## config.mk

```make
export PLATFORM = sky130hd
export DESIGN_NAME = shiftreg_frame_sync
export DESIGN_NICKNAME = d
export VERILOG_FILES = /design/src/rtl/shiftreg_frame_sync.sv
export SDC_FILE = /design/constraint.sdc
export NUM_CORES = 1
export LEC_CHECK = 0
export CORE_MARGIN = 1.5
export CORE_UTILIZATION = 57
export DETAILED_ROUTE_END_ITERATION = 10
export PLACE_DENSITY_LB_ADDON = 0.25
export SLEW_MARGIN = 10
export SYNTH_ARGS = -nofsm -noshare
export SYNTH_HDL_FRONTEND = slang
export SYNTH_SLANG_ARGS = --single-unit
```

## constraint.sdc

```tcl
create_clock -name clk -period 2.75 [get_ports clk]
set_clock_uncertainty 0.15 [all_clocks]
set_input_delay 0.4125 -clock clk [delete_from_list [all_inputs] [get_ports clk]]
set_output_delay 0.4125 -clock clk [all_outputs]
set_load 0.02 [all_outputs]
```

## src/rtl/shiftreg_frame_sync.sv

```systemverilog
// shiftreg_frame_sync
//   Consumes the byte stream coming out of an 8-bit delay-line shift register.
//   It hunts for a sync byte, captures a fixed-length payload frame, and checks
//   the trailing 8-bit checksum. Payload bytes are buffered in a small FIFO and
//   presented on a valid/ready output. The result of each frame is reported
//   as a one-cycle frame_ok or frame_err pulse.
//
// Handshake: a byte moves from the output on every rising edge where
//   out_valid && out_ready. out_valid depends only on FIFO occupancy, never on
//   out_ready. While out_valid && !out_ready, out_data and out_last hold.
//   When out_valid is 0, out_data and out_last read as 0.
//
// Ports
//   clk        in   rising-edge clock
//   rst_n      in   synchronous active-low reset
//   in_en      in   in_data carries a new byte when 1
//   in_data    in   [7:0] byte from the delay line
//   out_data   out  [7:0] FIFO head payload byte
//   out_valid  out  FIFO non-empty
//   out_ready  in   consumer accepts the head
//   out_last   out  head byte is the last payload byte of its frame
//   frame_ok   out  1-cycle pulse: checksum good and no byte dropped
//   frame_err  out  1-cycle pulse: checksum bad or a byte dropped
//   overflow   out  sticky: a payload byte was dropped since reset
//   state      out  [1:0] FSM state, 0=HUNT 1=PAYLOAD 2=CHECK
module shiftreg_frame_sync #(
  parameter logic [7:0] SYNC_BYTE  = 8'hA5,
  parameter int         FRAME_LEN  = 16,
  parameter int         FIFO_DEPTH = 4
) (
  input  logic       clk,
  input  logic       rst_n,
  input  logic       in_en,
  input  logic [7:0] in_data,
  output logic [7:0] out_data,
  output logic       out_valid,
  input  logic       out_ready,
  output logic       out_last,
  output logic       frame_ok,
  output logic       frame_err,
  output logic       overflow,
  output logic [1:0] state
);

  localparam int         AW       = $clog2(FIFO_DEPTH);
  localparam int         PW       = AW + 1;
  localparam logic [7:0] LAST_IDX = 8'(FRAME_LEN - 1);

  typedef enum logic [1:0] {
    HUNT    = 2'd0,
    PAYLOAD = 2'd1,
    CHECK   = 2'd2
  } state_t;

  state_t     state_q, state_d;
  logic [7:0] count_q, count_d;
  logic [7:0] sum_q, sum_d;
  logic       drop_q, drop_d;
  logic       ok_d, err_d;
  logic       frame_ok_q, frame_err_q;
  logic       overflow_q;

  // FIFO storage: {last, byte}
  logic [8:0]    mem [FIFO_DEPTH];
  logic [PW-1:0] wr_ptr, rd_ptr;
  logic [8:0]    head;
  logic          empty, full;
  logic          pop, push_req, push, drop_now;
  logic          is_last;
  logic [7:0]    chk_sum;

  // The extra pointer MSB tells a full FIFO from an empty one when the
  // index bits coincide.
  assign empty = (wr_ptr == rd_ptr);
  assign full  = (wr_ptr[AW] != rd_ptr[AW]) &&
                 (wr_ptr[AW-1:0] == rd_ptr[AW-1:0]);

  assign pop      = !empty && out_ready;
  assign push_req = in_en && (state_q == PAYLOAD);
  // A pop in the same cycle frees the slot the push needs.
  assign push     = push_req && (!full || pop);
  assign drop_now = push_req && !push;
  assign is_last  = (count_q == LAST_IDX);
  assign chk_sum  = sum_q + in_data;

  always_comb begin
    state_d = state_q;
    count_d = count_q;
    sum_d   = sum_q;
    drop_d  = drop_q;
    ok_d    = 1'b0;
    err_d   = 1'b0;
    if (in_en) begin
      case (state_q)
        HUNT: begin
          if (in_data == SYNC_BYTE) begin
            state_d = PAYLOAD;
            count_d = 8'd0;
            sum_d   = 8'd0;
            drop_d  = 1'b0;
          end
        end
        PAYLOAD: begin
          // A sync-valued byte here is ordinary data. A dropped byte still
          // counts toward the length and the checksum.
          sum_d   = chk_sum;
          count_d = count_q + 8'd1;
          if (drop_now) drop_d = 1'b1;
          if (is_last) state_d = CHECK;
        end
        CHECK: begin
          // The checksum byte is never checked for sync.
          if ((chk_sum == 8'd0) && !drop_q) ok_d = 1'b1;
          else err_d = 1'b1;
          state_d = HUNT;
        end
        default: state_d = HUNT;
      endcase
    end
  end

  always_ff @(posedge clk) begin
    if (!rst_n) begin
      state_q     <= HUNT;
      count_q     <= 8'd0;
      sum_q       <= 8'd0;
      drop_q      <= 1'b0;
      frame_ok_q  <= 1'b0;
      frame_err_q <= 1'b0;
      overflow_q  <= 1'b0;
      wr_ptr      <= '0;
      rd_ptr      <= '0;
    end else begin
      state_q     <= state_d;
      count_q     <= count_d;
      sum_q       <= sum_d;
      drop_q      <= drop_d;
      frame_ok_q  <= ok_d;
      frame_err_q <= err_d;
      overflow_q  <= overflow_q | drop_now;
      if (push) wr_ptr <= wr_ptr + PW'(1);
      if (pop)  rd_ptr <= rd_ptr + PW'(1);
    end
  end

  // Storage needs no reset; the pointers decide what is valid.
  always_ff @(posedge clk) begin
    if (push) mem[wr_ptr[AW-1:0]] <= {is_last, in_data};
  end

  assign head      = mem[rd_ptr[AW-1:0]];
  assign out_valid = !empty;
  assign out_data  = out_valid ? head[7:0] : 8'h00;
  assign out_last  = out_valid ? head[8]   : 1'b0;
  assign frame_ok  = frame_ok_q;
  assign frame_err = frame_err_q;
  assign overflow  = overflow_q;
  assign state     = state_q;

endmodule

```

==> results summary <==
The post-route worst setup slack is 0.130 ns. Based on the critical path, the design can be clocked at up to 382 MHz. After Yosys synthesis, and, or, nand and nor cells account for 16.2% of the synthesized area.

The die height came out at 76.6 um. Global routing used 23.3% of the available tracks. 27 I/O pins were placed. The number of global-route vias before repair came to 2116. After synthesis the netlist holds a flip-flop and latch count of 66. The first global-routing pass estimated roughly 10000 um of wire. For this run, the register share of the synthesized area comes to a little over half. The die outline area is 5870 sq um. Measured against its own limit, the worst slew margin works out to 68.9%. The setup violation total in the final timing report is 0. The worst IR drop on VDD is 0.368 mV.

The worst endpoint required time is 2.19 ns. Setup repair after global routing left no endpoint under its margin. STA puts the critical path data arrival time at 2.06 ns. By instance count, the leading cell after synthesis is sky130_fd_sc_hd__edfxtp_1. The remaining number of nets flagged by the antenna check after routing is 0. The number of buffers inserted for hold repair after clock tree synthesis is 0. TritonCTS built the clock tree.

The most instantiated flip-flop cell in the synthesis netlist is sky130_fd_sc_hd__edfxtp_1. The first TritonRoute pass finished after 4 iterations. When the netlist entered floorplanning its net count stood at 270. The first routing iteration left 99 violations. The post-route non-filler standard cell count came out at 376.

The mean instance size in the synthesized netlist is 12.7 sq um. The critical path is of the flop to output port type. The total number of nets in the final design came out at 327. Dividing the detail-routed wire length by the instance count gives 16.6 um. The final routed wirelength across all metal layers came out at ~6200 um.

The synthesized instance count came out at 244. The largest fanout on the critical path is 9. The slew at the pin closest to its max-slew limit is 0.467 ns. The setup slack after placement is -0.115 ns. The signed area change from the synthesized netlist to the final layout came out at 24.1%. Counting flops with an async set or reset pin after synthesis yields a share of 0%. In this run, CTS created clock tree buffers numbering 9. The run finished with clean final reports. Of the total synthesized cell area, the portion taken by full adders, half adders and majority gates is around 6%. Buffers placed on the I/O ports in this run total 26. The fraction of synthesized cell area in xor and xnor cells is 3.97%. The highest metal layer with signal wires is met4.

The portion of synthesized area spent on multiplexers is ~6.9%. The HPWL after detailed placement came out at 4370 um. The number of placed instances, taps included, is 358.

The hold slack came out at 0.319 ns. The number of vias in the routed layout came out at 2088. The clock network latency to the later pin of the worst-skew pair is 0.33 ns. Detailed routing placed a total of approximately 160 um of wire on met3.

In the post-synthesis netlist, the biggest area contributors are sky130_fd_sc_hd__edfxtp_1 (35%), sky130_fd_sc_hd__dfxtp_1 (19%), sky130_fd_sc_hd__mux4_2 (6.6%), sky130_fd_sc_hd__ha_1 (5.3%), sky130_fd_sc_hd__and2_1 (3.8%). Yosys printed 0 warnings. The post-synthesis cell type count came out at 49. Entering global routing, the biggest net connects 14 pins. The number of max-cap violations came out at 0. The count of antenna diodes in the layout came out at 0.

Sorting the synthesized cells by how often they occur yields sky130_fd_sc_hd__edfxtp_1 (36), sky130_fd_sc_hd__dfxtp_1 (30), sky130_fd_sc_hd__and2_1 (19), sky130_fd_sc_hd__nor2b_1 (15), sky130_fd_sc_hd__nor2_1 (14). Yosys mapped a number of flops with a built-in enable equal to 36. The H-tree depth is 3.

The met1 wire length came out at 2760 um. The tree is rooted in a sky130_fd_sc_hd__clkbuf_8. The placeable core region came out at just over 5000 sq um. The combinational family with the most area after synthesis is simple AND/OR/NAND/NOR gates. The power after layout came out at 2.02 mW. The total count of max-transition violations in the final report came out at 0. The worst path in the final design needs a cycle of approximately 2.6 ns, including I/O delays and setup. The maximum clock insertion buffer count came out at 2. The clock transition at the registers of the reported paths is 0.07 ns.

The met2 routed wirelength came out at 3220 um. The analysis attributes to cell leakage a power of 1.39 nW. The DRC violation count after routing came out at 0. The complex-gate fraction of the synthesized area came out at 10.6%.

The count of clock tree sinks came out at 66. STA classifies the critical path startpoint as a flop. The initial core utilization came out at 59.7%. The initialized floorplan defines 26 standard-cell rows.

The top-area cell type share of the netlist area came out at around a third. The number of antenna violations at the first check in global routing is 0. The width of the chip came out at 76.6 um. The portion of the clock cycle consumed by the worst path in the final layout is 95.3%.

The tightest min-delay check is of the flop to flop type. The worst setup path is captured at an output port. The hold violation total from the final report came to 0. The cell area after technology mapping is 3090 sq um. The total congestion overflow after global routing came out at 0. The total power density per cell area came out at 528 nW/um^2. In the final layout, the share of cells above drive strength 1 is a little under a fifth. The library cell with the largest summed area after synthesis is sky130_fd_sc_hd__edfxtp_1.

The critical path goes through buf_6 > mux4_2 > and2_1 > clkdlybuf4s50_1. The highest cell delay on the worst timing path came out at 0.53 ns. Among all stages on the critical path, the largest delay is contributed by sky130_fd_sc_hd__mux4_2.

At the end of routability-driven placement, the weighted congestion stood at 0.844. Dividing the detail-routed via count by the number of cells gives approximately 5.6.
-- logic make-up (layout without fill, tap and decap cells) --
kind of cell / count (synthesis) / in the layout
buffers and inverters: 16 / 78
muxes: 10 / 10
AOI/OAI and AO/OA: 43 / 43
DFF: 66 / 66
xor gates and xnor gates: 14 / 14
adders and majority gates: 14 / 14
and+or+nand+nor: 81 / 81
-- metrics by stage --
step / TNS (ns) / utilization (%) / cell area [sq um]
4_1_cts: 0 / 73.7 / 3810
5_1_grt: 0 / 74.1 / 3830
2_1_floorplan: 0 / - / 3090
3_3_place_gp: -0.0431 / 69.5 / 3590
6_report: 0 / 74.1 / 3830
3_5_place_dp: -0.163 / 69.5 / 3590
-- per-layer routing --
layer | vias to the layer above | track usage [%]
li1 | 1027 | -
met1 | 1013 | 27.5
met2 | 40 | 41.5
met3 | 8 | 5.27
met4 | 0 | 8.15
met5 | - | 0
-- flip-flops by register name, summed over array words and instances (netlist names), named ones only --
name	count
mem	36
frame_ok	1
sum_q	8
overflow	1
state	2
wr_ptr	3
drop_q	1
frame_err	1
count_q	8
rd_ptr	3
-- cells in the final DEF (no fill, tap or decap), drive strengths merged, types with 5 or more instances in the layout --
cell type,count
a22oi,6
nand2,6
buf,27
clkdlybuf4s50,25
ha,13
inv,9
a21oi,7
clkbuf,10
edfxtp,36
o21ai,10
and2,19
xnor2,12
dfxtp,30
mux4,9
nor2b,15
nand3,7
o2111ai,5
nor2,14
-- final timing paths --
check        slack [ns]     start          end  depth (start not counted)
min                0.32  overflow     overflow                          1
max reg2reg        0.48  sum_q[0]    frame_err                          8
min reg2reg        0.32  overflow     overflow                          1
max                0.13      flop  out_data[3]                          4
-- cell type report --
class | instances | area (sq um)
inverters | 9 | 33.8
repair buffers | 53 | 469
flip-flops and latches | 66 | 1680
multi-input cells | 162 | 1340
clock buffers | 10 | 128
well taps | 70 | 87.6
fillers | 320 | 1340
clock inverters | 6 | 91.3
-- critical path: cells and delay by family, from the launching register on --
family        cells  cell delay [ns]
flops             1             0.33
buf+inv           2             0.70
mux               1             0.53
simple gates      1             0.17
-- power by group --
| part | internal [mW] | switching (mW) | total [mW] |
|---|---|---|---|
| registers | 1.04 | 0.000246 | 1.04 |
| clock network | 0.512 | 0.385 | 0.897 |
| logic | 0.0446 | 0.0453 | 0.0899 |
-- repair_timing --
action,4_1_cts,5_1_grt
pin swaps,1,1
resized for setup,0,2
setup buffers,0,2
gates cloned,0,0
setup endpoints to repair,3,10
Note: power is estimated with default switching activity, not from simulation.
==> patch, RTL diff (same flow settings) <==
Compare `count_q` against `LAST_IDX` with >= in place of ==.
--- a/src/rtl/shiftreg_frame_sync.sv
+++ b/src/rtl/shiftreg_frame_sync.sv
@@ -81,5 +81,5 @@
   assign push     = push_req && (!full || pop);
   assign drop_now = push_req && !push;
-  assign is_last  = (count_q == LAST_IDX);
+  assign is_last  = (count_q >= LAST_IDX);
   assign chk_sum  = sum_q + in_data;
 
Function: no difference found for any inputs over 10 cycles, from zero or initial values and one cycle with rst_n low; that may be too few to reach the edited logic, so the function may still have changed.
==> patch against the unedited design <==
Wire length grew 0.64%; power shrank 1.4%; highest routed layer unchanged; sequential share of layout area fell by 0.30 points; worst setup slack worse by 11 ps; sequential cell count stayed put; first-iteration DRC count is 57% higher; synthesized area rose by 1.9%; cell area is 0.69% higher; critical path depth is the same; critical endpoint is now out_data[4].
==> patch: results (changes against the unedited design) <==
| Metric | Value |
|---|---|
| Outcome | `finished clean` |
| Post-Layout Cell Count | `379 (+0.80%)` |
| Core Util, Final | `0.742 (about the same)` |
| Clock buffers | `13 (+3)` |
| Cell total after placement | `362 (+1.1%)` |
| Multi-input combinational area share | `0.366 (+0.0161)` |
| First-pass GRT wire length | `10.4 mm (+0.20%)` |
| 1st-iter DRT viols | `155 (+57%)` |
| Placed cell areas | `0.00360 mm^2 (+0.28%)` |
| Post-route setup slack | `119 ps (-10.8 ps)` |
| Setup_tns | `0 ps (unchanged)` |
| Buffers added on ports | `26 (unchanged)` |
| Routed WL per cell | `16.5 um (-0.15%)` |
| Switching Share | `0.194 (-0.0193)` |
| Flop2flop setup slack | `330 ps (-150 ps)` |
| Share of cells above drive strength 1 | `0.168 (-0.0213)` |
| Gr usage total | `0.235 (+0.00272)` |
| Syn nets | `284 (+5.2%)` |
| Postcts setup bufs | `1 (+1)` |
| VDD IR max | `0.000312 V (-15%)` |
| Vias in the first global route | `2185 (+3.3%)` |
| Via density per instance | `5.62 (+1.2%)` |
| Antenna Cells | `0 (unchanged)` |
| Post-Syn Instances | `258 (+5.7%)` |
| # fillers | `354 (+11%)` |
| Pre-CTS setup slack | `-334 ps (-219 ps)` |
| Hold Path Depth | `1 (unchanged)` |
| Fraction of area in registers | `0.436 (-0.00298)` |
| Synth cell count leaders | `edfxtp_1 (36), dfxtp_1 (30), and2_1 (17), nor2_1 (16), ha_1 (13)` |
| #MultiIn Comb | `175 (+8.0%)` |
| Routability cong. | `0.802 (-4.9%)` |
| Fraction of registers with async set/reset | `0 (unchanged)` |
| Leakage | `1.38 nW (-0.88%)` |
| Slew headroom | `0.708 (+0.0189)` |
| Nets | `330 (+0.92%)` |
| Sequential share of the synthesized area | `0.534 (-0.0102)` |
| Signal buffers | `46 (-13%)` |
| Critical path endpoint | `out_data[4]` |
| Area of the mapped netlist | `0.00315 mm^2 (+1.9%)` |
| DP HPWL | `4.30 mm (-1.8%)` |
| Area contributors post-synth | `edfxtp_1 (34%), dfxtp_1 (19%), mux4_2 (6.4%)` |
| Pin count of the biggest net entering global routing | `19 (+5)` |
| Hold WS | `318 ps (-0.275 ps)` |
| Inverters | `6 (-3)` |
| Reg2reg path depth | `5 (-3)` |
| NonClk Buf Share | `0.114 (-0.00796)` |
-- patch: cell families after synthesis --
group,count (synthesis),share of synthesized area
AOI/OAI and AO/OA,34,0.0803
xor gates and xnor gates,18,0.0501
adders and majority gates,14,0.0580
buffers and inverters,17,0.0219
DFF,66,0.534
muxes,10,0.0676
and+or+nand+nor,99,0.188
-- patch: critical path, stage by stage, from the launching register on --
cell	delay [ps]
dfxtp_1	320
buf_6	170
mux4_2	530
and2_1	180
clkdlybuf4s50_1	530
-- patch: layer usage --
layer / up-vias / wire [um] / track usage
met4: 0 / 104 / 0.116
li1: 1045 / - / -
met1: 1005 / 2730 / 0.300
met5: - / 0 / 0
met3: 10 / 373 / 0.0655
met2: 69 / 3060 / 0.368
-- patch: power by group through the flow --
stage	Combinational (W)	Sequential [W]	Clock (W)
after floorplan	0.0000361	0.00106	0
after global placement	0.0000789	0.00106	0
after detailed placement	0.0000809	0.00106	0
after CTS	0.0000818	0.00104	0.000890
after global routing	0.0000910	0.00104	0.000937
final	0.0000832	0.00104	0.000875
